--- config.mk ---
export PLATFORM = sky130hd
export DESIGN_NAME = ir_color_ctrl
export DESIGN_NICKNAME = d
export VERILOG_FILES = /design/src/rtl/ir_remote_pkg.sv /design/src/rtl/ir_nec_rx.sv /design/src/rtl/ir_color_ctrl.sv
export SDC_FILE = /design/constraint.sdc
export NUM_CORES = 1
export LEC_CHECK = 0
export CORE_ASPECT_RATIO = 0.7
export CORE_MARGIN = 1
export CORE_UTILIZATION = 49
export DETAILED_ROUTE_END_ITERATION = 10
export PLACE_DENSITY = 0.79
export SLEW_MARGIN = 20
export SYNTH_ARGS = -nofsm -noshare
export SYNTH_HDL_FRONTEND = slang
export SYNTH_SLANG_ARGS = --single-unit
--- constraint.sdc ---
create_clock -name clk -period 2.45 [get_ports clk]
set_clock_uncertainty 0.15 [all_clocks]
set_input_delay 0.245 -clock clk [delete_from_list [all_inputs] [get_ports clk]]
set_output_delay 0.245 -clock clk [all_outputs]
set_load 0.02 [all_outputs]
--- src/rtl/ir_remote_pkg.sv ---
// Shared types, timing windows (in 10 us ticks) and NEC command codes for the IR colour remote.
// Consumers: ir_nec_rx and ir_color_ctrl.
package ir_remote_pkg;

  typedef enum logic [2:0] {
    IDLE    = 3'd0,
    LEAD_LO = 3'd1,
    LEAD_HI = 3'd2,
    BIT_LO  = 3'd3,
    BIT_HI  = 3'd4,
    STOP_LO = 3'd5,
    RPT_LO  = 3'd6
  } ir_state_e;

  typedef struct packed {
    logic [2:0] r;
    logic [2:0] g;
    logic [2:0] b;
  } rgb_t;

  localparam logic [10:0] DUR_MAX       = 11'd2047;
  localparam logic [10:0] TIMEOUT_TICKS = 11'd1100;
  localparam logic [10:0] LEAD_LO_MIN   = 11'd800;
  localparam logic [10:0] LEAD_LO_MAX   = 11'd1000;
  localparam logic [10:0] LEAD_HI_MIN   = 11'd400;
  localparam logic [10:0] LEAD_HI_MAX   = 11'd500;
  localparam logic [10:0] RPT_HI_MIN    = 11'd200;
  localparam logic [10:0] RPT_HI_MAX    = 11'd260;
  localparam logic [10:0] PULSE_MIN     = 11'd40;
  localparam logic [10:0] PULSE_MAX     = 11'd70;
  localparam logic [10:0] ONE_MIN       = 11'd150;
  localparam logic [10:0] ONE_MAX       = 11'd190;

  localparam logic [7:0] CMD_R_UP = 8'h0C;
  localparam logic [7:0] CMD_R_DN = 8'h08;
  localparam logic [7:0] CMD_G_UP = 8'h18;
  localparam logic [7:0] CMD_G_DN = 8'h1C;
  localparam logic [7:0] CMD_B_UP = 8'h5E;
  localparam logic [7:0] CMD_B_DN = 8'h5A;
  localparam logic [7:0] CMD_OFF  = 8'h45;
  localparam logic [7:0] CMD_FULL = 8'h47;

  function automatic logic in_win(input logic [10:0] d, input logic [10:0] lo,
                                  input logic [10:0] hi);
    return (d >= lo) && (d <= hi);
  endfunction

  function automatic logic [2:0] lvl_up(input logic [2:0] v);
    return (v == 3'd7) ? v : v + 3'd1;
  endfunction

  function automatic logic [2:0] lvl_dn(input logic [2:0] v);
    return (v == 3'd0) ? v : v - 3'd1;
  endfunction

  function automatic logic is_updn(input logic [7:0] c);
    case (c)
      CMD_R_UP, CMD_R_DN, CMD_G_UP, CMD_G_DN, CMD_B_UP, CMD_B_DN: return 1'b1;
      default: return 1'b0;
    endcase
  endfunction

  // Word is LSB-first: [7:0] addr, [15:8] ~addr, [23:16] cmd, [31:24] ~cmd.
  function automatic logic frame_check(input logic [31:0] w, input logic [7:0] addr);
    return (w[7:0] == addr) && (w[15:8] == ~w[7:0]) && (w[31:24] == ~w[23:16]);
  endfunction

  function automatic rgb_t apply_cmd(input logic [7:0] c, input rgb_t cur);
    rgb_t nxt;
    nxt = cur;
    case (c)
      CMD_R_UP: nxt.r = lvl_up(cur.r);
      CMD_R_DN: nxt.r = lvl_dn(cur.r);
      CMD_G_UP: nxt.g = lvl_up(cur.g);
      CMD_G_DN: nxt.g = lvl_dn(cur.g);
      CMD_B_UP: nxt.b = lvl_up(cur.b);
      CMD_B_DN: nxt.b = lvl_dn(cur.b);
      CMD_OFF:  nxt = '{r: 3'd0, g: 3'd0, b: 3'd0};
      CMD_FULL: nxt = '{r: 3'd7, g: 3'd7, b: 3'd7};
      default:  nxt = cur;
    endcase
    return nxt;
  endfunction

endpackage

--- src/rtl/ir_nec_rx.sv ---
// NEC frame receiver: input synchronizer, tick prescaler, pulse-width FSM and frame check.
// Event outputs are single-cycle combinational strobes; the consumer registers them.
module ir_nec_rx
  import ir_remote_pkg::*;
#(
  parameter int          CLK_DIV = 100,
  parameter logic [7:0]  ADDR    = 8'h00
) (
  input  logic       clk,
  input  logic       rst,
  input  logic       ir_in,
  output logic       frame_ok,
  output logic       frame_bad,
  output logic [7:0] frame_cmd,
  output logic       rpt_ok
);

  localparam int PRE_W = (CLK_DIV > 1) ? $clog2(CLK_DIV) : 1;

  logic [2:0]       sync_q;
  logic             rise_s, fall_s, edge_s, tick_s;
  logic [PRE_W-1:0] pre_q;
  logic [10:0]      dur_q;
  ir_state_e        state_q, state_d;
  logic [5:0]       nbit_q, nbit_d;
  logic [31:0]      shift_q, shift_d;

  // Idle-high reset value avoids a spurious falling edge after reset release.
  always_ff @(posedge clk or posedge rst) begin
    if (rst) sync_q <= 3'b111;
    else     sync_q <= {sync_q[1:0], ir_in};
  end

  assign rise_s = sync_q[1] & ~sync_q[2];
  assign fall_s = ~sync_q[1] & sync_q[2];
  assign edge_s = rise_s | fall_s;
  assign tick_s = (pre_q == PRE_W'(CLK_DIV - 1));

  always_ff @(posedge clk or posedge rst) begin
    if (rst)         pre_q <= '0;
    else if (tick_s) pre_q <= '0;
    else             pre_q <= pre_q + 1'b1;
  end

  always_ff @(posedge clk or posedge rst) begin
    if (rst)                               dur_q <= 11'd0;
    else if (edge_s)                       dur_q <= 11'd0;
    else if (tick_s && (dur_q != DUR_MAX)) dur_q <= dur_q + 11'd1;
    else                                   dur_q <= dur_q;
  end

  always_ff @(posedge clk or posedge rst) begin
    if (rst) begin
      state_q <= IDLE;
      nbit_q  <= 6'd0;
      shift_q <= 32'd0;
    end else begin
      state_q <= state_d;
      nbit_q  <= nbit_d;
      shift_q <= shift_d;
    end
  end

  // Timeout outranks a coincident edge, which is then ignored.
  always_comb begin
    state_d   = state_q;
    nbit_d    = nbit_q;
    shift_d   = shift_q;
    frame_ok  = 1'b0;
    frame_bad = 1'b0;
    rpt_ok    = 1'b0;
    if ((state_q != IDLE) && (dur_q >= TIMEOUT_TICKS)) begin
      state_d = IDLE;
    end else if (edge_s) begin
      state_d = IDLE;
      case (state_q)
        IDLE: begin
          if (fall_s) state_d = LEAD_LO;
          else        state_d = IDLE;
        end
        LEAD_LO: begin
          if (rise_s && in_win(dur_q, LEAD_LO_MIN, LEAD_LO_MAX)) state_d = LEAD_HI;
          else                                                   state_d = IDLE;
        end
        LEAD_HI: begin
          if (fall_s && in_win(dur_q, LEAD_HI_MIN, LEAD_HI_MAX)) begin
            state_d = BIT_LO;
            nbit_d  = 6'd0;
          end else if (fall_s && in_win(dur_q, RPT_HI_MIN, RPT_HI_MAX)) begin
            state_d = RPT_LO;
          end else begin
            state_d = IDLE;
          end
        end
        BIT_LO: begin
          if (rise_s && in_win(dur_q, PULSE_MIN, PULSE_MAX)) state_d = BIT_HI;
          else                                               state_d = IDLE;
        end
        BIT_HI: begin
          if (fall_s && (in_win(dur_q, PULSE_MIN, PULSE_MAX) || in_win(dur_q, ONE_MIN, ONE_MAX))) begin
            shift_d = {in_win(dur_q, ONE_MIN, ONE_MAX), shift_q[31:1]};
            nbit_d  = nbit_q + 6'd1;
            state_d = (nbit_q == 6'd31) ? STOP_LO : BIT_LO;
          end else begin
            state_d = IDLE;
          end
        end
        STOP_LO: begin
          if (rise_s && in_win(dur_q, PULSE_MIN, PULSE_MAX)) begin
            frame_ok  = frame_check(shift_q, ADDR);
            frame_bad = ~frame_check(shift_q, ADDR);
          end else begin
            frame_ok  = 1'b0;
          end
        end
        RPT_LO: begin
          if (rise_s && in_win(dur_q, PULSE_MIN, PULSE_MAX)) rpt_ok = 1'b1;
          else                                               rpt_ok = 1'b0;
        end
        default: state_d = IDLE;
      endcase
    end else begin
      state_d = state_q;
    end
  end

  assign frame_cmd = shift_q[23:16];

endmodule

--- src/rtl/ir_color_ctrl.sv ---
// IR remote colour controller: registered r/g/b levels driven by decoded NEC commands.
// Optional macro IR_REPEAT_EN makes repeat codes re-apply the last UP/DN command.
module ir_color_ctrl
  import ir_remote_pkg::*;
#(
  parameter int         CLK_DIV = 100,
  parameter logic [7:0] ADDR    = 8'h00
) (
  input  logic       clk,
  input  logic       rst,
  input  logic       ir_in,
  output logic [2:0] r,
  output logic [2:0] g,
  output logic [2:0] b,
  output logic [7:0] cmd,
  output logic       cmd_valid
);

  logic       frame_ok_s, frame_bad_s, rpt_ok_s;
  logic [7:0] frame_cmd_s;
  rgb_t       rgb_q, rgb_d;
  logic [7:0] cmd_q, cmd_d;
  logic       valid_q, valid_d;

  ir_nec_rx #(
    .CLK_DIV (CLK_DIV),
    .ADDR    (ADDR)
  ) u_rx (
    .clk       (clk),
    .rst       (rst),
    .ir_in     (ir_in),
    .frame_ok  (frame_ok_s),
    .frame_bad (frame_bad_s),
    .frame_cmd (frame_cmd_s),
    .rpt_ok    (rpt_ok_s)
  );

`ifdef IR_REPEAT_EN
  logic last_ok_q, last_ok_d;

  always_ff @(posedge clk or posedge rst) begin
    if (rst) last_ok_q <= 1'b0;
    else     last_ok_q <= last_ok_d;
  end
`else
  // Repeat and reject events carry no meaning without repeat support.
  logic unused_evt_s;
  assign unused_evt_s = rpt_ok_s | frame_bad_s;
`endif

  always_comb begin
    rgb_d   = rgb_q;
    cmd_d   = cmd_q;
    valid_d = 1'b0;
`ifdef IR_REPEAT_EN
    last_ok_d = last_ok_q;
`endif
    if (frame_ok_s) begin
      cmd_d   = frame_cmd_s;
      valid_d = 1'b1;
      rgb_d   = apply_cmd(frame_cmd_s, rgb_q);
`ifdef IR_REPEAT_EN
      last_ok_d = 1'b1;
`endif
    end
`ifdef IR_REPEAT_EN
    else if (frame_bad_s) begin
      last_ok_d = 1'b0;
    end else if (rpt_ok_s && last_ok_q && is_updn(cmd_q)) begin
      valid_d = 1'b1;
      rgb_d   = apply_cmd(cmd_q, rgb_q);
    end
`endif
    else begin
      valid_d = 1'b0;
    end
  end

  // All outputs move together on one edge so the strip never sees a partial update.
  always_ff @(posedge clk or posedge rst) begin
    if (rst) begin
      rgb_q   <= '{r: 3'd0, g: 3'd0, b: 3'd0};
      cmd_q   <= 8'h00;
      valid_q <= 1'b0;
    end else begin
      rgb_q   <= rgb_d;
      cmd_q   <= cmd_d;
      valid_q <= valid_d;
    end
  end

  assign r         = rgb_q.r;
  assign g         = rgb_q.g;
  assign b         = rgb_q.b;
  assign cmd       = cmd_q;
  assign cmd_valid = valid_q;

endmodule
# Word-level counts from Yosys, hierarchy flattened
# Cells that the tools add are included.
# totals
regBits	80
latchBits	0
mem_bits_rw	0
mem_bits_ro	0
in_bits	3
output_inout_bits	18
memories	0
# classes
addsub	9
multipliers	0
n_div	0
order_cmp	11
eq_ne	29
shifts	0
muxes	30
n_bitwise	8
n_reduce_logical	32
# op_table
operator	n
$mux 3	13
$pmux 3 s4	3
$eq 8x7->1 const B	4
$ge 11x8->1 const B	2
$le 11x9->1 const B	2
$mux 11	2
$eq 8x4->1 const B	2
$eq 8x5->1 const B	2
$eq 8x8->1	2
$not 8->8	2
$reduce_and 4->1	4
$eq 3x3->1 const B	5
$pmux 3 s5	1
$logic_and 1x1->1	14
$logic_not 3->1	4
$mux 6	2
$ne 2x2->1 const B	6
$pmux 6 s2	1
$reduce_bool 4->1	3
$add 11x1->11 const B	1
$ge 11x10->1 const B	1
$ge 11x11->1 const B	1
$ge 11x6->1 const B	1
$ge 11x9->1 const B	1
other kinds (24)	40

# Logic depth before layout (Yosys ltp)
# Gate-level depths: netlist (run 1).
# depth
word_depth	9
ltp_mapped	10

# Cells and area by module
# Synthesis (run 1) repeated with hierarchy kept, for this count alone.
# unflattened
hier_cells	414
hier_area_um2	4578.1
# modules_own_cells
module	instances	cells_per_inst	area_per_inst_um2	seq_area_each_um2
ir_nec_rx	1	313	3487.1	1555.2
ir_color_ctrl	1	101	1091.0	450.4

# Worst setup path after synthesis (run 1)
# Ideal clock, no wire load.
# synth_path
path_type	register -> register
start	register u_rx.sync_q[1]
end	register rgb_q, in the netlist g[1]
t_arrival_ns	2.114
setup_slack_ns	0.058
path_stages_with_launch	9
path_cell_list	dfstp_2 inv_1 ha_1 inv_1 a22o_1 or2_2 and4_1 nor2b_1 mux2_1
# synth_via
elab_chain_len	7
word_cells_on_any_way	10
# synth_lines
item	line_no	text
start, declared	ir_nec_rx.sv:20	logic [2:0] sync_q;
start signal, assigned	ir_nec_rx.sv:31	else sync_q <= {sync_q[1:0], ir_in};
$and 1x1->1	ir_nec_rx.sv:34	assign rise_s = sync_q[1] & ~sync_q[2];
$logic_and 1x1->1	ir_nec_rx.sv:109	if (rise_s && in_win(dur_q, PULSE_MIN, PULSE_MAX)) begin
$mux 1	ir_nec_rx.sv:109	
$mux 1	ir_nec_rx.sv:76	case (state_q)
$mux 1 *	ir_nec_rx.sv:74	end else if (edge_s) begin
$mux 1 *	ir_nec_rx.sv:72	if ((state_q != IDLE) && (dur_q >= TIMEOUT_TICKS)) begin
$reduce_and 4->1 (no source line) *	-	
end signal, assigned	ir_color_ctrl.sv:82	rgb_q <= '{r: 3'd0, g: 3'd0, b: 3'd0};
end signal, assigned	ir_color_ctrl.sv:86	rgb_q <= rgb_d;
end, declared	ir_color_ctrl.sv:21	rgb_t rgb_q, rgb_d;
# Mark *: on every way between the ends. The rest lies on a longest branch, timed or not.
# A chain may end at the register's enable or synchronous reset.

# Final worst setup path (run 1)
# layout_path
start	register u_rx.dur_q[4]
end	register u_rx.shift_q[29]
# layout_via
elab_chain_len	5
word_cells_on_any_way	12
# layout_lines
item	line_no	text
start, declared	ir_nec_rx.sv:23	logic [10:0] dur_q;
start signal, assigned	ir_nec_rx.sv:48	else if (tick_s && (dur_q != DUR_MAX)) dur_q <= dur_q + 11'd1;
start signal, assigned	ir_nec_rx.sv:49	else dur_q <= dur_q;
$ge 11x6->1, or another cell as far along	ir_remote_pkg.sv:45	return (d >= lo) && (d <= hi);
$logic_and 1x1->1	ir_remote_pkg.sv:45	
$logic_or 1x1->1	ir_nec_rx.sv:100	if (fall_s && (in_win(dur_q, PULSE_MIN, PULSE_MAX) || in_win(dur_q, ONE_MIN, ONE_MAX))) begin
$logic_and 1x1->1	ir_nec_rx.sv:100	
$reduce_and 4->1 (no source line) *	-	
end signal, assigned	ir_nec_rx.sv:60	shift_q <= shift_d;
end, declared	ir_nec_rx.sv:26	logic [31:0] shift_q, shift_d;
# Marks and branches as above.

==> results of run 1 <==
[how the worst max path moves through the flow]
stage          slack [ns]                to             start
3_5_place_dp        -0.03              b[1]    u_rx.sync_q[1]
5_1_grt             -0.03    u_rx.nbit_q[2]     u_rx.dur_q[9]
3_3_place_gp       -0.008              b[1]    u_rx.sync_q[1]
6_report             0.02  u_rx.shift_q[29]     u_rx.dur_q[4]
4_1_cts              0.01              r[2]  u_rx.shift_q[22]
2_1_floorplan       0.008              b[0]               rst
[layer usage]
metal	global-route usage, %	vias to the layer above
met2	36.0	96
li1	-	1627
met1	34.7	1752
met4	7.66	0
met5	0	-
met3	5.30	20
[repair_timing]
action	in CTS	in global routing
resized for setup	3	40
setup endpoints to repair	2	44
pin swaps	0	12
buffers inserted	0	3
[logic make-up (layout without fill, tap and decap cells)]
logic type               Yosys count  in the layout  synth area share, %
AND/OR/NAND/NOR                  169            169                 21.3
flip-flops                        80             80                 45.9
AO/OA/AOI/OAI                     64             64                 10.2
multiplexers                      34             34                 10.2
buffers and inverters             34             97                 3.72
XOR/XNOR                          28             28                 5.61
adder cells (fa/ha/maj)            9              9                 3.09
[through the flow]
stage	util (%)	power [W]	instances	setup TNS [ns]
global route	64.0	0.00288	601	-0.0975
global placement	58.1	0.00144	582	-0.00771
detailed placement	58.1	0.00144	582	-0.0290
floorplan	-	0.00141	418	0
finish	64.0	0.00278	601	0
CTS	61.8	0.00281	598	0
[placed cells by master (no fill, tap or decap), types with 6 or more instances in the layout]
cell type	count
nor2_1	27
nand4_1	11
o21ai_0	6
inv_1	14
a21oi_1	13
mux2_4	18
buf_4	42
dfrtp_1	71
nand2_1	38
xnor2_1	9
mux2_2	15
clkdlybuf4s50_1	20
nor3_1	11
or3_1	6
nor4_1	6
xor2_1	18
dfrtp_2	6
nand3_1	16
clkbuf_16	9
[registers in the layout (all words and copies together), names as in the netlist]
signal        flops
cmd_valid         1
u_rx.dur_q       11
u_rx.sync_q       3
b                 3
u_rx.state_q      3
u_rx.pre_q        7
r                 3
cmd               8
u_rx.nbit_q       6
g                 3
u_rx.shift_q     32
[cell usage after synthesis, types with 7 or more instances]
cell	count	area share [%]
a21oi_1	15	1.7
nand3_1	17	1.9
nor3_1	15	1.7
nand2_1	39	3.3
mux2_4	17	5.8
nand4_1	11	1.6
clkbuf_1	11	0.94
xnor2_1	10	2.0
mux2_2	15	3.9
o31ai_1	7	1.2
xor2_1	18	3.6
dfrtp_1	77	44
inv_1	15	1.3
nor4_1	8	1.1
nor2_1	28	2.4
[power by group through the flow]
stage                     logic (W)  clock network (W)  registers, W
after global placement    0.0000844                  0       0.00136
final                     0.0000919            0.00135       0.00134
after global routing       0.000104            0.00144       0.00133
after detailed placement  0.0000857                  0       0.00136
after floorplan           0.0000517                  0       0.00136
after CTS                 0.0000888            0.00138       0.00133
[layout make-up]
type	instances	area [sq um]	share of cell area (%)
Inverter	15	57.6	1.05
Sequential cell	80	2010	36.8
Clock inverter	4	52.6	0.961
Tap cell	120	150	2.75
Clock buffer	12	246	4.51
Timing Repair Buffer	66	578	10.6
Multi-Input combinational cell	304	2370	43.3
==> results, run 1 <==
- For this run, the register share of the synthesized area comes to a little under half.
- Counting flops and latches in the post-synthesis netlist gives 80.
- The final-report setup violation count is 0.
- At the end of the flow, the number of nets in the layout was between 400 and 500.
- The clock network burns between 40% and 50% of the power.
- The number of max-slew violations in the final report was 0.
- The number of levels in the clock H-tree is 3.
- The TritonCTS clock tree is built.
- Setup slack on the critical path of the routed design comes to roughly 0.022 ns.
- The worst setup slack after placement is -0.0290 ns.
- In the final routed layout, each cell accounts on average for roughly 18 um.
- At the pin with the least slew margin, the transition time is 0.579 ns.
- For the worst setup path, the data arrival time is roughly 2.5 ns.
- Counting cells, the worst reg-to-reg path comes to 6.
- The number of hold violations in the final report is 0.
- The share of total power consumed by net switching is 21.4%.
- Each instance of the synthesized netlist takes up on average between 10 and 15 sq um.
- The first routing iteration left around 150 violations.
- The slowest stage of the critical path is the or4b_4 cell.
- Sequential cells account for about half of the total power.
- CTS placed an instance of clkbuf_16 at the clock tree root.
- The horizontal die dimension is around 110 um.
- The total congestion overflow is 0.
- The cell count along the critical path is 6.
- In this run the power density over the cells is a little over 500 mW/mm^2.
- In the global route stage, overall resource usage came out at 24.0%.
- For this design the static power due to leakage is ~2.6 nW.
- The full die area is 0.00931 sq mm.
- The buffering stage count on the worst path with inverters included is 1.
- The count of unique library cells instantiated by Yosys is around 60.
- The run finished with clean final reports.
- The number of nets handed over by synthesis was 430.
- The maximum achievable frequency is a little over 0.4 GHz.
- The number of hold buffers added after CTS was 0.
- The number of antenna cells inserted is 0.
- Cells with a size suffix above 1 make up a little under 30% of the layout.
- The clock-pin slew on the worst setup and hold paths is 0.06 ns.
- After synthesis, the share of flip-flops with an asynchronous set or reset is 100%.
- The met1 wire length is roughly 5100 um.
- After routing the design area is between 0.005 and 0.006 sq mm.
- The capturing element type of the critical path is a flop.
- The path class of the tightest hold or removal check is in2async.
- The number of max-capacitance violations reported is 0.
- The estimated wirelength of the detail-placed design is 7340 um.
- Of all nets on the critical path, the largest fanout is 22.
- The layout overhead on the synthesized area is 25.1%.
- The maximum clock insertion buffer count is 2.
- The number of ports placed on the die boundary is 21.
- After synthesis the cells add up to 0.00437 sq mm.
- In this run the critical register-to-register path is captured at u_rx.shift_q[29].
- The critical register-to-register path startpoint is u_rx.dur_q[4].
- The pin count of the biggest net entering global routing is 35.
- The proportion of power drawn by combinational gates is under 10%.
- The number of antenna violations at the first check in global routing is 0.
- VDD sags by at most about 0.48 mV.
- The number of global-route vias before repair is roughly 3,400.
- The critical path in this run is classified as reg2reg.
- The detailed router used layers up to and including met4.
- Routability-driven placement finished with a final weighted congestion of 0.913.
- The number of buffers added by the clock tree synthesis step is 9.
- The count of antenna-violating nets left after detailed routing is 0.
- The signal on the critical path passes through or4b_4 -> o22ai_4 -> nand2_2 -> a211o_4 -> buf_12 -> mux2_4.
- Final hold analysis gives a worst-case slack of around 0.08 ns.
- The share of the clock period used by the worst path after layout is between 90 and 100%.
- In this design, the stage delay of the slowest critical-path cell is around 0.55 ns.
- The detailed-routed wire length on met3 is 479 um.
- After detailed routing, the met2 layer carries a little under 5000 um of wire.
- Setup slack on the worst reg-to-reg path comes out at 0.02 ns.
- The kind of cell with the highest combined delay along the critical path is simple AND/OR/NAND/NOR gates.
- The clock insertion delay at the later pin of the skew report is around 0.34 ns.
- The data required time of the worst path is approximately 2.5 ns.
- The gate count of the mapped netlist is approximately 420.
- The first-pass iteration count of the detailed router is 5.
- For this block, the via count after detailed routing is 3,495.
- The die outline height is roughly 81 um.
- The analysis attributes to net switching a power of around 0.00059 W.
- The worst relative slew slack is 61.0%.
- The most used flip-flop cell after synthesis is dfrtp_1.
- The final period demand of the worst path is 2.43 ns.
- The post-detailed-routing wire length is 10,600 um.
- In the routed design, unresolved DRC markers number 0.
- The layout filler cell count is approximately 670.
- The post-placement cell area is 0.00496 sq mm.
- The sort of element at the start of the critical path is a flop.
- The number of synthesized flops with an enable pin is 0.
- The number of input and output port buffers inserted is 20.
- The initial utilization of the core area, before any placement, comes to 51.1%.
- The area of the core is 0.00855 sq mm.
- The cell-internal power is 0.00218 W.
- Using the TritonRoute via totals, the vias-per-cell ratio works out to roughly 5.8.
- CTS saw 80 sinks.
- The number of synthesis warnings is 0.
- The initialized floorplan defines 28 standard-cell rows.
- The first-pass GRT wire length is between 15,000 and 20,000 um.
Power figures use the tool's default switching activity.
==> inputs of run 2 (changes only) <==
--- a/config.mk
+++ b/config.mk
@@ -5,11 +5,13 @@
 export SDC_FILE = /design/constraint.sdc
 export NUM_CORES = 1
 export LEC_CHECK = 0
+export CELL_PAD_IN_SITES_DETAIL_PLACEMENT = 1
+export CELL_PAD_IN_SITES_GLOBAL_PLACEMENT = 1
 export CORE_ASPECT_RATIO = 0.7
 export CORE_MARGIN = 1
-export CORE_UTILIZATION = 49
+export CORE_UTILIZATION = 43
 export DETAILED_ROUTE_END_ITERATION = 10
-export PLACE_DENSITY = 0.79
+export PLACE_DENSITY = 0.84
 export SLEW_MARGIN = 20
 export SYNTH_ARGS = -nofsm -noshare
 export SYNTH_HDL_FRONTEND = slang
==> results, run 2 (synthesis gave the netlist of run 1 again) <==
- The run finished with clean final reports.
- The category of the critical setup timing path is reg2reg.
- The net switching power of the design came to 0.000653 W (+9.8%).
- The proportion of power drawn by combinational gates is 3.5% (+0.2 points).
- The full die area was 0.0106 sq mm (+14%).
- The worst relative slew slack is 55.6% (-5.3 points).
- The initial cell density of the core was 44.6% (-6.5 points).
- The met1 wire length was 6030 um (+18%).
- The share of the clock period used by the worst path after layout is 98.5% (-0.63 points).
- The number of clock sinks seen by CTS is 80 (unchanged).
- The first-pass GRT wire length is 19,400 um (+13%).
- The worst setup path is captured at a flop.
- The standby leakage power is 2.61 nW (+1.6%).
- The TritonCTS clock tree is built.
- Setup repair after global routing could not meet its margin everywhere.
- The worst setup slack after placement is -0.120 ns (-0.0908 ns).
- The total DRC errors in the routed layout is 0 (unchanged).
- The buffering stage count on the worst path with inverters included is 0 (-1).
- The horizontal die dimension is 123 um (+6.6%).
- The clock tree root driver cell is clkbuf_16.
- The post-placement cell area is 0.00498 sq mm (+0.35%).
- More flip-flops sit in one register than any other, and that register is u_rx.shift_q.
- The pin count of the biggest net entering global routing is 39 (+11%).
- The end-of-flow core utilization is 56.7% (-7.3 points).
- The number of max-capacitance violations reported is 0 (unchanged).
- The top cell types in the final layout, fill and taps aside, are 71 x dfrtp_1, 46 x buf_4, 39 x nand2_1, 26 x nor2_1, 20 x clkdlybuf4s50_1.
- In this run the critical register-to-register path is captured at r[2].
- The library cell used most frequently in the layout, excluding fill and tap cells, is dfrtp_1.
- The number of DRC markers in iteration 0 was 214 (+42%).
- The global-route usage over all layers came to 24.1% (+0.075 points).
- The number of input and output port buffers inserted is 20 (unchanged).
- The delay contributed by the slowest stage of the critical path is 0.44 ns (-0.11 ns).
- The first-pass iteration count of the detailed router was 4 (-1).
- The maximum achievable frequency is 0.414 GHz (+0.64%).
- The sequential share of power is 45.8% (-2.3 points).
- The power per standard cell area was 524 mW/mm^2 (+3.3%).
- The area of the core is 0.00980 sq mm (+15%).
- The average detailed-routed wire length per instance is 21.0 um (+19%).
- In this run the critical register-to-register path is launched from u_rx.shift_q[22].
- The clock insertion delay at the later pin of the skew report came to 0.35 ns (about the same).
- The number of flip-flops in the largest register was 32 (unchanged).
- The die outline height is 86.4 um (+6.6%).
- The net total in the final layout is 492 (+0.82%).
- The final-report setup violation count is 0 (unchanged).
- The data arrival time at the worst-slack endpoint is 2.50 ns (about the same).
- The number of max-slew violations in the final report is 0 (unchanged).
- The maximum clock insertion buffer count is 2 (unchanged).
- The number of antenna cells inserted is 0 (unchanged).
- The post-detailed-routing wire length is 12,800 um (+21%).
- The worst hold slack across all endpoints is 0.147 ns (+0.0663 ns).
- The data required time of the worst path is 2.53 ns (about the same).
- The count of antenna-violating nets left after detailed routing came to 0 (unchanged).
- The worst hold path belongs to the class in2async.
- The detailed-routed wire length on met3 came to 449 um (-6.3%).
- The pin slew with the least headroom to its limit came to 0.665 ns (+0.0856 ns).
- The post-detailed-route via-to-cell ratio is 5.86 (+0.84%).
- The proportion of power drawn by the clock network is 50.6% (+2.0 points).
- The number of hold violations in the final report was 0 (unchanged).
- The cell area after layout is 0.00555 sq mm (+1.6%).
- The total vias in the final route is 3,589 (+2.7%).
- The peak fanout along the critical path was 4 (-82%).
- The number of antenna violations at the first check in global routing is 0 (unchanged).
- The final weighted congestion in routability-driven placement is 0.885 (-3.1%).
- The number of ports placed on the die boundary came to 21 (unchanged).
- The number of levels in the clock H-tree is 3 (unchanged).
- The worst IR drop on VDD came to 0.425 mV (-11%).
- The area of all sequential standard cells was 0.00201 sq mm (unchanged).
- The sort of element at the start of the critical path is a flop.
- The most critical setup path has its startpoint at u_rx.shift_q[22].
- The minimum setup slack in the final design is 0.0372 ns (+0.0155 ns).
- The total congestion overflow is 0 (unchanged).
- The final period demand of the worst path is 2.41 ns (-0.0155 ns).
- The cell-internal power is 0.00226 W (+3.6%).
- The number of placement rows was 30 (+7.1%).
- The layout filler cell count is 1,037 (+56%).
- The depth of the worst register-to-register path was 9 (+3).
- The slowest stage cell on the critical path is dfrtp_1.
- The share of total power consumed by net switching is 22.4% (+1.0 points).
- The wire length on met2 came to 6180 um (+27%).
- The overall power of the completed layout is 0.00291 W (+4.9%).
- The multi-input logic area came to 0.00238 sq mm (+0.48%).
- The estimated wirelength of the detail-placed design is 8240 um (+12%).
- In this run the top signal layer used is met4.
- The quantity of hold-fixing buffers added after cts is 0 (unchanged).
- Traced cell by cell, the critical path runs through nor3b_2 -> nand3_1 -> or2_4 -> fa_2 -> nor2_2 -> nand2_1 -> a21oi_2 -> a31oi_1 -> o22a_1.
- The layout overhead on the synthesized area is 27.0%.
- The number of buffers added by the clock tree synthesis step was 9 (unchanged).
- The clock-pin slew on the worst setup and hold paths is 0.06 ns (about the same).
- The cell family contributing the most delay on the critical path is simple AND/OR/NAND/NOR gates.
- The number of global-route vias before repair is 3,728 (+9.3%).
- The share of layout cells above drive strength 1 is 29.1% (+0.23 points).
- The setup slack on the worst flop-to-flop path is 0.04 ns (+0.02 ns).
run 2: cell count changes in the layout (fill, tap and decap cells not counted), sizes merged:
cell	delta
clkinvlp	+1
buf	+3
bufinv	+1
clkbuf	-2
run 2: layout make-up:
cell class              count  area share (%)
well taps                 128            2.88
inverters                  15            1.04
clock buffers               9            4.06
repair buffers             70            11.2
clock inverters             6            1.69
flip-flops and latches     80            36.3
multi-input cells         304            42.9
run 2: timing repair:
| action | in CTS | in global routing |
|---|---|---|
| cloned | 0 | 2 |
| pin swaps | 1 | 10 |
| setup endpoints to repair | 42 | 43 |
| buffers inserted | 0 | 4 |
| gates resized for setup | 15 | 24 |
run 2: stage by stage:
stage                     cells  setup TNS, ns
after floorplan             418              0
after global placement      591        -0.0116
after detailed placement    591          -2.72
after CTS                   606              0
after global routing        612         -0.114
final                       612              0
run 2: worst max-delay path by stage:
stage,to,slack [ns],cells past startpoint
after global placement,u_rx.shift_q[16],-0.01,7
after CTS,r[2],0.0001,9
after detailed placement,r[2],-0.12,9
after global routing,r[2],-0.07,9
after floorplan,b[0],0.008,1
final,r[2],0.04,9
run 2: per-layer routing:
layer	up-vias	global-route usage, %
met1	1874	34.2
met5	-	0
li1	1634	-
met4	0	7.65
met2	60	36.7
met3	21	5.33
run 2: power groups by stage:
stage	registers [W]	clock network [W]	logic [W]
after floorplan	0.00136	0	0.0000517
after global placement	0.00136	0	0.0000917
after detailed placement	0.00136	0	0.0000954
after CTS	0.00133	0.00148	0.0000980
after global routing	0.00133	0.00155	0.000115
final	0.00133	0.00147	0.000103
==> inputs of run 3 (changes only) <==
--- a/config.mk
+++ b/config.mk
@@ -11,6 +11,7 @@
 export CORE_MARGIN = 1
 export CORE_UTILIZATION = 43
 export DETAILED_ROUTE_END_ITERATION = 10
+export MAX_ROUTING_LAYER = met4
 export PLACE_DENSITY = 0.84
 export SLEW_MARGIN = 20
 export SYNTH_ARGS = -nofsm -noshare
==> results, run 3 (synthesis gave the netlist of run 1 again) <==
- The worst setup slack after placement was -0.216 ns (-0.0967 ns).
- The power per standard cell area was 538 mW/mm^2 (+2.6%).
- The number of buffers added by the clock tree synthesis step is 9 (unchanged).
- The setup slack on the worst flop-to-flop path is -0.01 ns (-0.05 ns).
- The cell-internal power came to 0.00236 W (+4.5%).
- The clock insertion delay at the later pin of the skew report is 0.35 ns (about the same).
- The number of global-route vias before repair is 3,751 (+0.62%).
- The cell seen most often among critical-path stages is buf_4.
- The depth of the worst register-to-register path came to 8 (-1).
- The quantity of hold-fixing buffers added after cts is 0 (unchanged).
- The count of antenna-violating nets left after detailed routing is 0 (unchanged).
- The number of max-slew violations in the final report is 0 (unchanged).
- The number of ports placed on the die boundary was 21 (unchanged).
- The final-report setup violation count is 4 (+4).
- The number of antenna violations at the first check in global routing is 0 (unchanged).
- The number of max-capacitance violations reported is 0 (unchanged).
- The pin slew with the least headroom to its limit is 0.659 ns (-0.00627 ns).
- The total vias in the final route came to 3,669 (+2.2%).
- The sequential share of power is 44.3% (-1.5 points).
- The first-pass GRT wire length is 20,100 um (+3.7%).
- The worst hold slack across all endpoints is 0.157 ns (+0.00926 ns).
- The die outline height is 86.4 um (unchanged).
- The capturing element type of the critical path is a flop.
- The proportion of power drawn by combinational gates came to 3.2% (-0.3 points).
- The data required time of the worst path is 2.53 ns (about the same).
- The first-pass iteration count of the detailed router is 5 (+1).
- The post-detailed-route via-to-cell ratio came to 5.99 (+2.1%).
- The estimated wirelength of the detail-placed design is 8270 um (+0.32%).
- Setup repair after global routing could not meet its margin everywhere.
- The startpoint identified for the worst register-to-register timing path is u_rx.shift_q[21].
- The number of antenna cells inserted is 0 (unchanged).
- The final weighted congestion in routability-driven placement is 0.885 (about the same).
- The number of DRC markers in iteration 0 came to 268 (+25%).
- The number of levels in the clock H-tree is 3 (unchanged).
- The area of the core is 0.00980 sq mm (unchanged).
- The share of layout cells above drive strength 1 is 30.7% (+1.6 points).
- The library cells used most frequently in the layout, excluding fill and tap cells, are 72 x dfrtp_1, 47 x buf_4, 38 x nand2_1, 25 x nor2_1, 20 x clkdlybuf4s50_1.
- The data arrival time at the worst-slack endpoint is 2.54 ns (+0.04 ns).
- The layout filler cell count came to 1,031 (-0.58%).
- The number of flip-flops in the largest register was 32 (unchanged).
- The flow ran to the end, but the final reports show violations.
- The minimum setup slack in the final design was -0.0133 ns (-0.0505 ns).
- The net total in the final layout came to 493 (+0.20%).
- The number of input and output port buffers inserted is 20 (unchanged).
- The category of the critical setup timing path is reg2reg.
- The number of hold violations in the final report is 0 (unchanged).
- The clock-pin slew on the worst setup and hold paths is 0.07 ns (about the same).
- The initial cell density of the core is 44.6% (unchanged).
- The average detailed-routed wire length per instance came to 22.1 um (+5.4%).
- The multi-input logic area is 0.00240 sq mm (+0.89%).
- The endpoint identified for the worst register-to-register timing path is g[2].
- The buffering stage count on the worst path with inverters included is 2 (+2).
- The layout overhead on the synthesized area is 28.0%.
- The number of placement rows is 30 (unchanged).
- In this run the worst hold path is classified as in2async.
- The global-route usage over all layers was 26.1% (+2.0 points).
- The area of all sequential standard cells came to 0.00201 sq mm (about the same).
- The final reports fail on negative setup slack.
- The leading cell type in the layout, fill and taps excluded is dfrtp_1.
- The maximum clock insertion buffer count came to 2 (unchanged).
- The post-detailed-routing wire length is 13,600 um (+5.6%).
- The delay contributed by the slowest stage of the critical path is 0.45 ns (about the same).
- The number of clock sinks seen by CTS is 80 (unchanged).
- Walking the worst path, the cells encountered are buf_4 -> nor2_4 -> buf_4 -> nand4_1 -> fa_2 -> xor2_2 -> a31oi_1 -> o32a_1.
- The net switching power of the design is 0.000649 W (-0.73%).
- Among all stages on the critical path, the largest delay is contributed by fa_2.
- The final period demand of the worst path is 2.46 ns (+0.0505 ns).
- The peak fanout along the critical path is 5 (+1).
- The share of total power consumed by net switching is 21.6% (-0.88 points).
- The full die area is 0.0106 sq mm (unchanged).
- The worst relative slew slack came to 56.1% (+0.47 points).
- The pin count of the biggest net entering global routing is 50 (+28%).
- The share of the clock period used by the worst path after layout was 101% (+2.1 points).
- The maximum achievable frequency was 0.406 GHz (-2.1%).
- The register with the most flip-flops is u_rx.shift_q.
- The worst setup path is launched from a flop.
- The total DRC errors in the routed layout was 0 (unchanged).
- The horizontal die dimension came to 123 um (unchanged).
- The worst IR drop on VDD is 0.345 mV (-19%).
- The standby leakage power is 2.63 nW (+0.85%).
- The family with the most delay on the worst path is adder cells.
- The proportion of power drawn by the clock network came to 52.5% (+1.9 points).
- TritonCTS built the clock tree.
- The total congestion overflow is 0 (unchanged).
- The clock tree root driver cell is clkbuf_16.
-- run 3: cell types whose count changed in the layout (fill, tap and decap cells not counted), sizes merged --
cell | before | now
inv | 15 | 16
clkinvlp | 1 | 0
clkinv | 3 | 2
bufinv | 2 | 3
buf | 49 | 50
-- run 3: worst max path at each step --
| stage | from | to | slack, ns | depth (start not counted) |
|---|---|---|---|---|
| global placement | u_rx.sync_q[1] | b[1] | 0.04 | 7 |
| floorplan | rst | b[0] | 0.008 | 1 |
| global route | u_rx.shift_q[16] | b[2] | -0.13 | 9 |
| finish | u_rx.shift_q[21] | g[2] | -0.01 | 8 |
| detailed placement | u_rx.shift_q[16] | r[2] | -0.22 | 9 |
| CTS | u_rx.sync_q[1] | b[1] | 0.002 | 7 |
-- run 3: cell type report --
type	count	area share [%]
Tap cell	128	2.86
Clock inverter	6	2.08
Clock buffer	9	4.03
Multi-Input combinational cell	304	42.9
Inverter	15	1.03
Timing Repair Buffer	71	11.1
Sequential cell	80	36.0
-- run 3: power by group through the flow --
stage                     registers (W)  logic (W)  clock network (W)
after floorplan                 0.00136  0.0000517                  0
after global placement          0.00136  0.0000871                  0
after detailed placement        0.00136  0.0000891                  0
after CTS                       0.00133  0.0000944            0.00160
after global routing            0.00133   0.000107            0.00167
final                           0.00133  0.0000968            0.00158
-- run 3: per-stage QoR --
step                cells  utilization, %  setup TNS (ns)  cell area (sq um)  power (W)
floorplan             418               -               0               4370    0.00141
global placement      589            50.6               0               4950    0.00144
detailed placement    589            50.6          -0.432               4950    0.00145
CTS                   606            54.9               0               5380    0.00302
global route          613            57.1          -0.645               5590    0.00311
finish                613            57.1         -0.0264               5590    0.00301
-- run 3: worst register-to-register path, stage by stage (launching register included) --
cell and delay, ns:
dfrtp_1 0.40, buf_4 0.18, nor2_4 0.15, buf_4 0.15, nand4_1 0.24, fa_2 0.45, xor2_2 0.21, a31oi_1 0.12
o32a_1 0.30
-- run 3: repair_timing --
item,4_1_cts,5_1_grt
resized for setup,15,32
cloned,0,2
endpoints found under the setup margin,15,52
pin swaps,4,11
buffers inserted,2,6
-- run 3: metal layers --
| layer | vias to the layer above | track usage (%) | wire [um] |
|---|---|---|---|
| met3 | 35 | 5.46 | 576 |
| met5 | - | - | 0 |
| li1 | 1635 | - | - |
| met1 | 1892 | 35.0 | 6090 |
| met4 | 0 | 8.76 | 357 |
| met2 | 107 | 39.5 | 6540 |
==> patch 1, RTL diff (flow settings as in run 1) <==
`CLK_DIV` is set to 100 in 2 places; all go to 150.
--- a/src/rtl/ir_nec_rx.sv
+++ b/src/rtl/ir_nec_rx.sv
@@ -3,7 +3,7 @@
 module ir_nec_rx
   import ir_remote_pkg::*;
 #(
-  parameter int          CLK_DIV = 100,
+  parameter int          CLK_DIV = 150,
   parameter logic [7:0]  ADDR    = 8'h00
 ) (
   input  logic       clk,
--- a/src/rtl/ir_color_ctrl.sv
+++ b/src/rtl/ir_color_ctrl.sv
@@ -3,7 +3,7 @@
 module ir_color_ctrl
   import ir_remote_pkg::*;
 #(
-  parameter int         CLK_DIV = 100,
+  parameter int         CLK_DIV = 150,
   parameter logic [7:0] ADDR    = 8'h00
 ) (
   input  logic       clk,
Function: no difference found for any inputs over 10 cycles, from zero or initial values and one cycle with rst high; that may be too few to reach the edited logic, so the function may still have changed.
==> patch 1 against run 1 <==
The run now ends with negative setup slack left. Routed wire length shrank 0.24%. Combinational power grew 3.4%. Core utilization increased by 1.9 points. Synthesized area is 1.7% lower. Final area increased by 2.2%. Sequential cell count increased by 1. Total power hardly changed. Setup slack worse by 0.051 ns. Via count up 8.1%. Cell count up 8.7%.
==> patch 1: results (changes against run 1) <==
* Final WS setup at -0.02975 ns (-0.05146 ns)
* Synth Area in Compound Gates at 11.18% (+1.0 points)
* Core region area at 0.008478 mm^2 (-0.82%)
* Clock-cell share of area at 5.196% (-0.27 points)
* Reg-to-reg critical path endpoint: u_rx.shift_q[31]$_DFFE_PP0P_
* Multi-input combinational area share at 42.60% (-0.74 points)
* Final setup viols at 4 (+4)
* Synth unique cells at 63 (+3.3%)
* P_leak at 0.002679 uW (+4.3%)
* Net switching power figure at 581.2 uW (-2.3%)
* Failing checks: negative setup slack
* Depth of the worst register-to-register path at 7 (+1)
* Number of global-route vias before repair at 3374 (-1.1%)
* Signal buffers share of area at 11.96% (+1.4 points)
* Fin nets at 541 (+11%)
* #MultiIn Comb at 352 (+16%)
* Cell Area, Placed at 0.004892 mm^2 (-1.5%)
* RR Startpoint: u_rx.sync_q[1]$_DFF_PP1_
* Clock Buffer Count at 13 (+1)
* Syn_area_per_cell at 8.989 um^2 (-14%)
* Clock sink count at 81 (+1.3%)
* Xor and xnor area share after synthesis at 6.115% (+0.51 points)
* Adder-Cell Fraction of Synth Area at 3.436% (+0.35 points)
* RePlAce Congestion at 0.8703 (-4.7%)
* Non-clk invs at 17 (+2)
* Setup WS pre-CTS at -0.2311 ns (-0.2021 ns)
* Commonest cells in the netlist: nand2_1, dfrtp_1, nor2_1
* Seq pwr share at 48.6% (+0.5 points)
* Non-Filler Instances at 653 (+8.7%)
* Fin area at 0.005587 mm^2 (+2.2%)
* Placed insts at 631 (+8.4%)
* Crit-path leading delay family: compound AO/OA/AOI/OAI gates
* Worst EP arrival at 2.56 ns (+0.06 ns)
* DR iter-0 viols at 457 (+200%)
* Worst setup path endpoint: u_rx.shift_q[31]$_DFFE_PP0P_
* Crit-path max FO at 5 (-77%)
* Peak supply drop at 0.3428 mV (-28%)
* Slowest-stage cell, CP: dfstp_2
* Slew @ Worst Pin at 0.5992 ns (+0.01986 ns)
* Seq/Total Area, Yosys at 47.26% (+1.4 points)
* Non-Clock Buffer Count at 67 (+1.5%)
* Status: finished with violations
* Mux cell area share after synthesis at 0.9901% (-9.2 points)
* Syn Nets at 491 (+14%)
* DP Wirelength at 6971 um (-5.0%)
* Synth top area cells: dfrtp_1, nand2_1, xor2_1
## patch 1: changes by cell type in the layout (fill, tap and decap cells not counted), sizes merged, moves of 5 or more
cell	before	now
nor2	28	23
and2	3	9
o31ai	7	0
nand2	39	129
nand4	12	7
o22a	2	9
mux2	34	2
## patch 1: timing repair
item | in CTS | in global routing
pin swaps | 7 | 37
gates resized for setup | 17 | 62
buffers inserted | 1 | 2
setup endpoints to repair | 54 | 52
cloned | 1 | 2
## patch 1: stage by stage
stage | hold WS (ns) | total power (uW) | TNS [ns]
after floorplan | 0.09948 | 1427 | -0.2603
after global placement | 0.1976 | 1458 | -2.244
after detailed placement | 0.2025 | 1460 | -5.824
after CTS | 0.1637 | 2802 | -0.7179
after global routing | 0.1970 | 2861 | -2.225
final | 0.1688 | 2775 | -0.04359
## patch 1: metal layers
| layer | global-route usage, % | wire length [um] |
|---|---|---|
| met1 | 33.48 | 4797 |
| met2 | 35.21 | 4884 |
| met3 | 6.113 | 750 |
| met4 | 8.701 | 183 |
| met5 | 0 | 0 |
==> patch 2, RTL diff (config.mk and constraints of run 1) <==
Without the edit above. Add an input register stage for `ir_in`, without a reset; this delays it by one clock.
--- a/src/rtl/ir_color_ctrl.sv
+++ b/src/rtl/ir_color_ctrl.sv
@@ -16,6 +16,12 @@
   output logic       cmd_valid
 );
 
+  logic ir_q;
+
+  always_ff @(posedge clk) begin
+    ir_q <= ir_in;
+  end
+
   logic       frame_ok_s, frame_bad_s, rpt_ok_s;
   logic [7:0] frame_cmd_s;
   rgb_t       rgb_q, rgb_d;
@@ -28,7 +34,7 @@
   ) u_rx (
     .clk       (clk),
     .rst       (rst),
-    .ir_in     (ir_in),
+    .ir_in     (ir_q),
     .frame_ok  (frame_ok_s),
     .frame_bad (frame_bad_s),
     .frame_cmd (frame_cmd_s),
Behaviour: no difference found for any inputs over 10 cycles, from zero or initial values and one cycle with rst high; that may be too few to reach the edited logic, so the function may still have changed.
==> patch 2 against run 1 <==
Final area fell by 1.8%. Synthesized area rose by 0.46%. Routed wire length fell by 6.3%. Sequential share of layout area rose by 1.0 points. Total power fell by 0.89%. Setup slack improved by 0.022 ns. Sequential cell count rose by 1. Critical path type unchanged. Largest cell class unchanged.
==> patch 2: results (changes against run 1) <==
* Synth unique cells at 62 (+1.6%)
* CP max stage delay at 0.42 ns (-0.13 ns)
* Min-delay worst type: primary input to asynchronous set/reset pin
* Worst-path clk slew at roughly 0.070 ns
* Peak supply drop at 0.4118 mV (-14%)
* Placed insts at 581 (-0.17%)
* TritonCTS Buffers at 9 (unchanged)
* Antenna violations before repair at 0 (unchanged)
* DP Wirelength at 6956 um (-5.2%)
* P_leak at 0.002517 uW (-1.9%)
* Drt total wl at 9975 um (-6.3%)
* Seq/Total Area, Yosys at 46.13% (+0.25 points)
* RePlAce Congestion at 0.9104 (-0.28%)
* Int Power at 2088 uW (-4.3%)
* Syn Nets at 431 (+0.23%)
* Biggest register: u_rx.shift_q
* Fin nets at 486 (-0.41%)
* CP Launch Point: u_rx.shift_q[22]$_DFFE_PP0P_
* Slowest-stage cell, CP: dfrtp_1
* Cell Area, Placed at 0.004982 mm^2 (+0.35%)
* Commonest cells in the netlist: dfrtp_1, nand2_1, nor2_1
* Syn Inst Count at 419 (+0.24%)
* Post-DR wirelength/cell at 16.65 um (-5.9%)
* Status: complete, no violations
* CTS max path bufs at 2 (unchanged)
* Clk_lat worst skew at 0.35 ns
* Post-CTS Setup Inserts at 0 (unchanged)
* H-tree levels at 3 (unchanged)
* Setup WS pre-CTS at -0.06361 ns (-0.03462 ns)
* Layout cells sized above 1 at 25.47% (-3.4 points)
* Yosys Warn Count at 0 (unchanged)
* Met1 Use GR at 32.41% (-2.3 points)
* First-pass GRT wire length at 16050 um (-6.0%)
* Met2 Track Usage GR at 33.61% (-2.3 points)
* Synth top area cells: dfrtp_1, mux2_4, mux2_2
* Largest net degree at the start of global routing at 39 (+11%)
* Drt pass-1 iters at 4 (-1)
* Max reg flops at 32 (unchanged)
* Resized Gates After CTS at 4 (+1)
* DR iter-0 viols at 248 (+64%)
* Via Count at 3505 (+0.29%)
* Port buffer count at 20 (unchanged)
* GRT Overall Usage at 22.63% (-1.4 points)
* Met3 Resource Use GR at 5.373% (+0.075 points)
* FFs w/ async S/R, synth at 98.77% (-1.2 points)
* Diodes inserted at 0 (unchanged)
* Number of global-route vias before repair at 3301 (-3.2%)
* Crit-path leading delay family: simple AND/OR/NAND/NOR gates
* CTS root buf: clkbuf_16
* Slew HR at 62.18% (+1.2 points)
* Crit-path max FO at 4 (-82%)
* Worst EP arrival at 2.48 ns (-0.02 ns)
==> patch 2: cell count changes after synthesis <==
cell | run 1 | this run
dfxtp_1 | 0 | 1
==> patch 2: kinds of logic (layout without fill, tap and decap cells) <==
kind of cell               count (synthesis)  count (layout)  synth area share [%]
AOI/OAI and AO/OA                         64              64                 10.11
xor gates and xnor gates                  28              28                 5.584
adders and majority gates                  9               9                 3.077
buffers and inverters                     34              94                 3.704
DFF                                       81              81                 46.13
muxes                                     34              34                 10.17
and+or+nand+nor                          169             169                 21.23
==> patch 2: layer usage <==
metal  share of wire [%]  vias to the layer above
li1                    -                     1633
met1                  49                     1752
met2                  45                      109
met3                 5.4                       11
met4                 1.1                        0
met5                   0                        -
==> patch 2: final timing paths <==
kind                       slack [ns]                      endpoint  cells past startpoint
max                              0.04              g[1]$_DFFE_PP0P_                      8
max reg2reg                      0.04              g[1]$_DFFE_PP0P_                      8
min reg2reg                      0.15      u_rx.sync_q[0]$_DFF_PP1_                      0
max in group asynchronous        1.44      u_rx.sync_q[0]$_DFF_PP1_                      3
min in group clk                 0.15      u_rx.sync_q[0]$_DFF_PP1_                      0
min                               0.1  u_rx.shift_q[30]$_DFFE_PP0P_                      2
==> patch 2: power groups by stage <==
stage | clock, uW | sequential (uW) | combinational [uW]
final | 1300 | 1350 | 101
after global routing | 1370 | 1350 | 113
after CTS | 1320 | 1350 | 96.8
after detailed placement | 0 | 1380 | 93.5
after global placement | 0 | 1380 | 91.9
after floorplan | 0 | 1370 | 51.7
==> patch 2: final cells by class <==
cell class	instances	area [um^2]
flip-flops and latches	81	2033
repair buffers	63	560.5
clock inverters	7	61.31
clock buffers	9	225.2
multi-input cells	304	2282
well taps	120	150.1
fillers	673	3213
inverters	15	57.56
